### config.mk
export PLATFORM = sky130hd
export DESIGN_NAME = cpu_cu
export DESIGN_NICKNAME = d
export VERILOG_FILES = /design/src/rtl/cpu_cu.sv
export SDC_FILE = /design/constraint.sdc
export NUM_CORES = 1
export LEC_CHECK = 0
export BUFFER_PORTS_ARGS = -buffer_cell sky130_fd_sc_hd__buf_2
export CAP_MARGIN = 20
export CELL_PAD_IN_SITES_DETAIL_PLACEMENT = 2
export CELL_PAD_IN_SITES_GLOBAL_PLACEMENT = 2
export CORE_MARGIN = 2
export CORE_UTILIZATION = 20
export CTS_BUF_LIST = sky130_fd_sc_hd__clkbuf_8
export DETAILED_ROUTE_END_ITERATION = 8
export GPL_TIMING_DRIVEN = 0
export PLACE_DENSITY_LB_ADDON = 0.1
export SLEW_MARGIN = 20
export SYNTH_ARGS = -nofsm -noshare
export SYNTH_HDL_FRONTEND = slang
export SYNTH_SLANG_ARGS = --single-unit
### constraint.sdc
create_clock -name clk -period 1.49 [get_ports clk]
set_input_delay 0.0745 -clock clk [delete_from_list [all_inputs] [get_ports clk]]
set_output_delay 0.0745 -clock clk [all_outputs]
set_load 0.03 [all_outputs]
### src/rtl/cpu_cu.sv
// cpu_cu -- multi-cycle Moore control unit for the 16-bit RISC processor.
//
// Sequences FETCH / DECODE / EXEC (or MEM / WB for loads) and drives every
// control input of the execution unit plus the memory write strobe.
// Outputs are combinational from the state register and IR_in.
//
// Ports:
//   clk, reset            rising-edge clock, asynchronous active-low reset
//   IR_in[15:0]           instruction register from the execution unit
//   N, Z, C               ALU flags, latched at the end of an ALU EXEC cycle
//   adr_sel, s_sel        address mux / ALU S-source mux selects
//   pc_load, pc_inc       PC load / increment strobes
//   pc_sel                PC source (0: PC + off, 1: ALU result)
//   ir_load, w_en         IR load / register-file write strobes
//   W_Adr, R_Adr, S_Adr   register-file addresses
//   Alu_Op[3:0]           ALU operation
//   mw_en                 memory write strobe
//   halt                  high in the HALT state
//   ill                   sticky illegal-opcode flag
//
// Configuration macro: CPU_CU_ILLEGAL_TRAP_EN
//   defined   -> illegal opcodes halt the CPU and set ill
//   undefined -> illegal opcodes run as a NOP, ill tied low
module cpu_cu (
   input  logic        clk,
   input  logic        reset,
   input  logic [15:0] IR_in,
   input  logic        N,
   input  logic        Z,
   input  logic        C,
   output logic        adr_sel,
   output logic        s_sel,
   output logic        pc_load,
   output logic        pc_inc,
   output logic        pc_sel,
   output logic        ir_load,
   output logic        w_en,
   output logic [2:0]  W_Adr,
   output logic [2:0]  R_Adr,
   output logic [2:0]  S_Adr,
   output logic [3:0]  Alu_Op,
   output logic        mw_en,
   output logic        halt,
   output logic        ill
);

   localparam logic [3:0] ALU_PASS_S = 4'h0;

   localparam logic [3:0] OP_NOP  = 4'h0;
   localparam logic [3:0] OP_ALU  = 4'h1;
   localparam logic [3:0] OP_LD   = 4'h2;
   localparam logic [3:0] OP_ST   = 4'h3;
   localparam logic [3:0] OP_JMP  = 4'h4;
   localparam logic [3:0] OP_JR   = 4'h5;
   localparam logic [3:0] OP_BR   = 4'h6;
   localparam logic [3:0] OP_HALT = 4'hF;

   typedef enum logic [2:0] {
      S_RST, S_FETCH, S_DECODE, S_EXEC, S_MEM, S_WB, S_HALT
   } state_t;

   state_t     state_q, state_d;
   logic [2:0] flg_q;          // {N, Z, C} from the last ALU instruction

   logic [3:0] op, f;
   logic [2:0] rw, rs;
   logic       illegal_op, br_taken;

   assign op = IR_in[15:12];
   assign f  = IR_in[11:8];
   assign rw = IR_in[5:3];
   assign rs = IR_in[2:0];

   // Opcodes 7..E have no defined meaning.
   assign illegal_op = (op >= 4'h7) && (op <= 4'hE);

   always_comb begin
      case (f)
         4'd0:    br_taken =  flg_q[1];
         4'd1:    br_taken = !flg_q[1];
         4'd2:    br_taken =  flg_q[2];
         4'd3:    br_taken = !flg_q[2];
         4'd4:    br_taken =  flg_q[0];
         4'd5:    br_taken = !flg_q[0];
         default: br_taken = 1'b0;
      endcase
   end

   always_comb begin
      state_d = state_q;
      case (state_q)
         S_RST:    state_d = S_FETCH;
         S_FETCH:  state_d = S_DECODE;
         S_DECODE: begin
            if (op == OP_LD)        state_d = S_MEM;
            else if (op == OP_HALT) state_d = S_HALT;
`ifdef CPU_CU_ILLEGAL_TRAP_EN
            else if (illegal_op)    state_d = S_HALT;
`endif
            else                    state_d = S_EXEC;
         end
         S_EXEC:   state_d = S_FETCH;
         S_MEM:    state_d = S_WB;
         S_WB:     state_d = S_FETCH;
         S_HALT:   state_d = S_HALT;
         default:  state_d = S_RST;
      endcase
   end

   always_ff @(posedge clk or negedge reset) begin
      if (!reset) begin
         state_q <= S_RST;
         flg_q   <= 3'b000;
      end else begin
         state_q <= state_d;
         if (state_q == S_EXEC && op == OP_ALU) flg_q <= {N, Z, C};
      end
   end

`ifdef CPU_CU_ILLEGAL_TRAP_EN
   logic ill_q;
   always_ff @(posedge clk or negedge reset) begin
      if (!reset)                                 ill_q <= 1'b0;
      else if (state_q == S_DECODE && illegal_op) ill_q <= 1'b1;
   end
   assign ill = ill_q;
`else
   // Illegal opcodes fall through to EXEC, which drives nothing for them.
   logic unused_ill;
   assign unused_ill = illegal_op;
   assign ill = 1'b0;
`endif

   always_comb begin
      adr_sel = 1'b0;
      s_sel   = 1'b0;
      pc_load = 1'b0;
      pc_inc  = 1'b0;
      pc_sel  = 1'b0;
      ir_load = 1'b0;
      w_en    = 1'b0;
      mw_en   = 1'b0;
      W_Adr   = 3'd0;
      R_Adr   = 3'd0;
      S_Adr   = 3'd0;
      Alu_Op  = ALU_PASS_S;
      halt    = (state_q == S_HALT);
      case (state_q)
         S_FETCH: begin
            ir_load = 1'b1;
            pc_inc  = 1'b1;
         end
         S_EXEC: begin
            case (op)
               OP_ALU: begin
                  W_Adr  = rw;
                  R_Adr  = rw;
                  S_Adr  = rs;
                  Alu_Op = f;
                  w_en   = 1'b1;
               end
               OP_ST: begin
                  R_Adr   = rw;
                  adr_sel = 1'b1;
                  S_Adr   = rs;
                  mw_en   = 1'b1;
               end
               OP_JMP: pc_load = 1'b1;
               OP_JR: begin
                  S_Adr   = rs;
                  pc_sel  = 1'b1;
                  pc_load = 1'b1;
               end
               OP_BR:  pc_load = br_taken;
               default: ;
            endcase
         end
         S_MEM, S_WB: begin
            R_Adr   = rs;
            adr_sel = 1'b1;
            s_sel   = 1'b1;
            if (state_q == S_WB) begin
               W_Adr = rw;
               w_en  = 1'b1;
            end
         end
         default: ;
      endcase
   end

endmodule

==> out/qor.txt <==
Status = finished with violations
Failing checks = setup timing
Via count = 682
Crit start category = flip-flop
CP Data Required Time = 1.42 ns
Reg2reg end = flg_q[0]$_DFFE_PN0P_
Final ANT Viol Nets = 0
Netlist cell types = 28
Gpl congestion = 0.676
Row cnt = 19
Filler cell count in the final layout = 319
Die Width = 57.4 um
CTS tree = done
1st-pass router iterations = 2
Num CTS Buffers = 3
YS warnings = 0
Clock Root Buffer = clkbuf_8
Syn Inst Count = 71
DP HPWL = 1500 um
Share of layout cells above drive strength 1 = 57.6%
Global-route wire length before repair = 3320 um
Hold Worst Slack = 0.0801 ns
IO buf count = 38
Mapped Area = 569 sq um
Post-Layout Cell Count = 149
Gr usage total = 13.0%
Hold depth = 2
Worst setup EP type = output port
PwrDens = 1130 nW/um^2
Drt drc = 0
HP Start = N
Area share of the largest cell type after synthesis = 26.4%
Synth area leaders = dfrtp_1 26%, mux2_4 7.9%, nor2_1 7.3%
Minimum clock period = 1.60 ns
Hold Crit Class = primary input to flip-flop
Starting density of the core = 20.8%
Clk_lat worst skew = 0.22 ns
Setup Skew = 0.000686 ns
Full die area = 3290 sq um
Sequential area share after synthesis = 26.4%
Remaining global-route overflow = 0
Worst EP arrival = 1.52 ns
Ys async rst share = 100%
Placed instance count = 140
Reg clk slew, reported paths = 0.04 ns
Count leader, synth = nor2_1
Post-Syn Nets = 92
RSZ-0062 raised after global routing = yes
Final hold violations = 0
Placement Cell Area = 807 sq um
# Max-Cap Violations = 0
Vias per cell = 4.58
Leakage Power = 0.552 nW
RR Startpoint = state_q[2]$_DFF_PN0_
Initial antenna violation count = 0
Post-synth EDFFs = 0
Fmax = 0.626 GHz
Inserted Diodes = 0
Worst reg-to-reg path cell count = 5
Syn avg cell area = 8.02 sq um
Predominant post-synthesis flop cell = dfrtp_1
Crit-path max FO = 5
Flops & latches, synth = 6
Synth-to-Final Area Change = 79.8%
Fin area = 1020 sq um
Crit share post-route = 107%
Reg-to-reg slack, setup = -0.09 ns
Clock tree sinks = 6
Wire length per cell = 13.2 um
Max clock buf depth = 2
Maximum number of pins on one net before global-route repair = 10
Yosys top cell by area = dfrtp_1
Number of global-route vias before repair = 710
Die Y = 57.4 um
Final nets = 141
Routed Wire Length = 1970 um
Final WS setup = -0.107 ns
CTS H-tree depth = 1
Endpoints failing setup = 21
Initial DRC count = 15
Worst VDD drop = 616 uV
Hold Path End = flg_q[2]$_DFFE_PN0P_
Most frequent cells after synthesis = 11 x nor2_1, 9 x inv_1, 6 x dfrtp_1, 6 x nor2b_1, 4 x nand3_1
Core Area = 2730 sq um
Max-slew violations = 0
Crit Path Class = flip-flop to output port
Number of primary I/O pins = 44
cells by family after synthesis:
family          Yosys count  synth area share (%)
simple gates             32                  33.8
buf+inv                  14                  11.4
compound gates           12                  15.2
flops                     6                  26.4
xor+xnor                  3                  4.62
mux                       3                  7.91
other cells               1                 0.659
metal layers:
layer / GRT usage [%] / wire, um
met1: 14.9 / 767
met2: 22.7 / 1020
met3: 2.95 / 140
met4: 5.98 / 42
met5: 0 / 0
metrics by stage:
stage / setup WS (ns) / power (mW) / setup TNS, ns / utilization, %
after detailed placement: -0.0367 / 0.829 / -0.159 / 29.5
after CTS: -0.138 / 1.16 / -1.95 / 36.1
after global placement: -0.0348 / 0.816 / -0.146 / 29.5
after global routing: -0.162 / 1.24 / -2.93 / 37.4
after floorplan: 0.00690 / 0.675 / 0 / -
final: -0.107 / 1.16 / -1.44 / 37.4
cells in the final DEF (no fill, tap or decap), drive strengths merged:
| master | Yosys | routed |
|---|---|---|
| a21o | 2 | 2 |
| a21oi | 1 | 1 |
| a22o | 3 | 3 |
| a22oi | 1 | 1 |
| a31oi | 1 | 1 |
| a32oi | 1 | 1 |
| and2 | 3 | 3 |
| and3 | 1 | 1 |
| and3b | 1 | 1 |
| and4b | 1 | 1 |
| and4bb | 1 | 1 |
| buf | 3 | 46 |
| clkbuf | 2 | 5 |
| conb | 1 | 1 |
| dfrtp | 6 | 6 |
| dlygate4sd3 | 0 | 1 |
| inv | 9 | 9 |
| mux2 | 3 | 3 |
| nand2 | 1 | 1 |
| nand3 | 5 | 5 |
| nor2 | 11 | 11 |
| nor2b | 6 | 6 |
| nor3 | 1 | 1 |
| nor3b | 1 | 1 |
| o211ai | 1 | 1 |
| o21ai | 2 | 2 |
| xor2 | 3 | 3 |
state kept, by name (all words and copies together), names as in the netlist:
register,cells
state_q,3
flg_q,3
worst max-delay path, stage by stage (launching register included):
cell and delay [ns]:
dfrtp_2 0.41, and4bb_4 0.35, and3b_2 0.25, a22o_1 0.16, buf_6 0.13
timing repair:
item                                    in CTS  in global routing
hold buffers                                 1                  0
resized for setup                           30                 11
endpoints found under the setup margin      18                 22
pin swaps                                    1                  2
hold endpoints to repair                     6                  0
buffers inserted                             5                  0
worst max path at each step:
stage | startpoint | slack, ns | to
after floorplan | state_q[2]$_DFF_PN0_ | 0.007 | W_Adr[1]
after global placement | state_q[2]$_DFF_PN0_ | -0.03 | R_Adr[2]
after detailed placement | state_q[2]$_DFF_PN0_ | -0.04 | R_Adr[0]
after CTS | state_q[2]$_DFF_PN0_ | -0.14 | R_Adr[0]
after global routing | state_q[2]$_DFF_PN0_ | -0.16 | R_Adr[1]
final | state_q[2]$_DFF_PN0_ | -0.11 | R_Adr[1]
where the power goes:
group          switching, mW  leakage (nW)  internal [mW]
Clock                 0.0752        0.0216          0.174
Sequential            0.0687        0.0734          0.229
Combinational          0.320         0.457          0.291
Total                  0.464         0.552          0.694
area by class of cell:
class                   instances  area (sq um)  area share, %
plain buffers                   5          32.5           3.18
well taps                      31          38.8           3.79
repair buffers                 44           328           32.0
inverters                       9          33.8           3.30
multi-input cells              51           398           38.9
clock buffers                   3          41.3           4.03
flip-flops and latches          6           151           14.8
(Power assumes the default switching activity.)
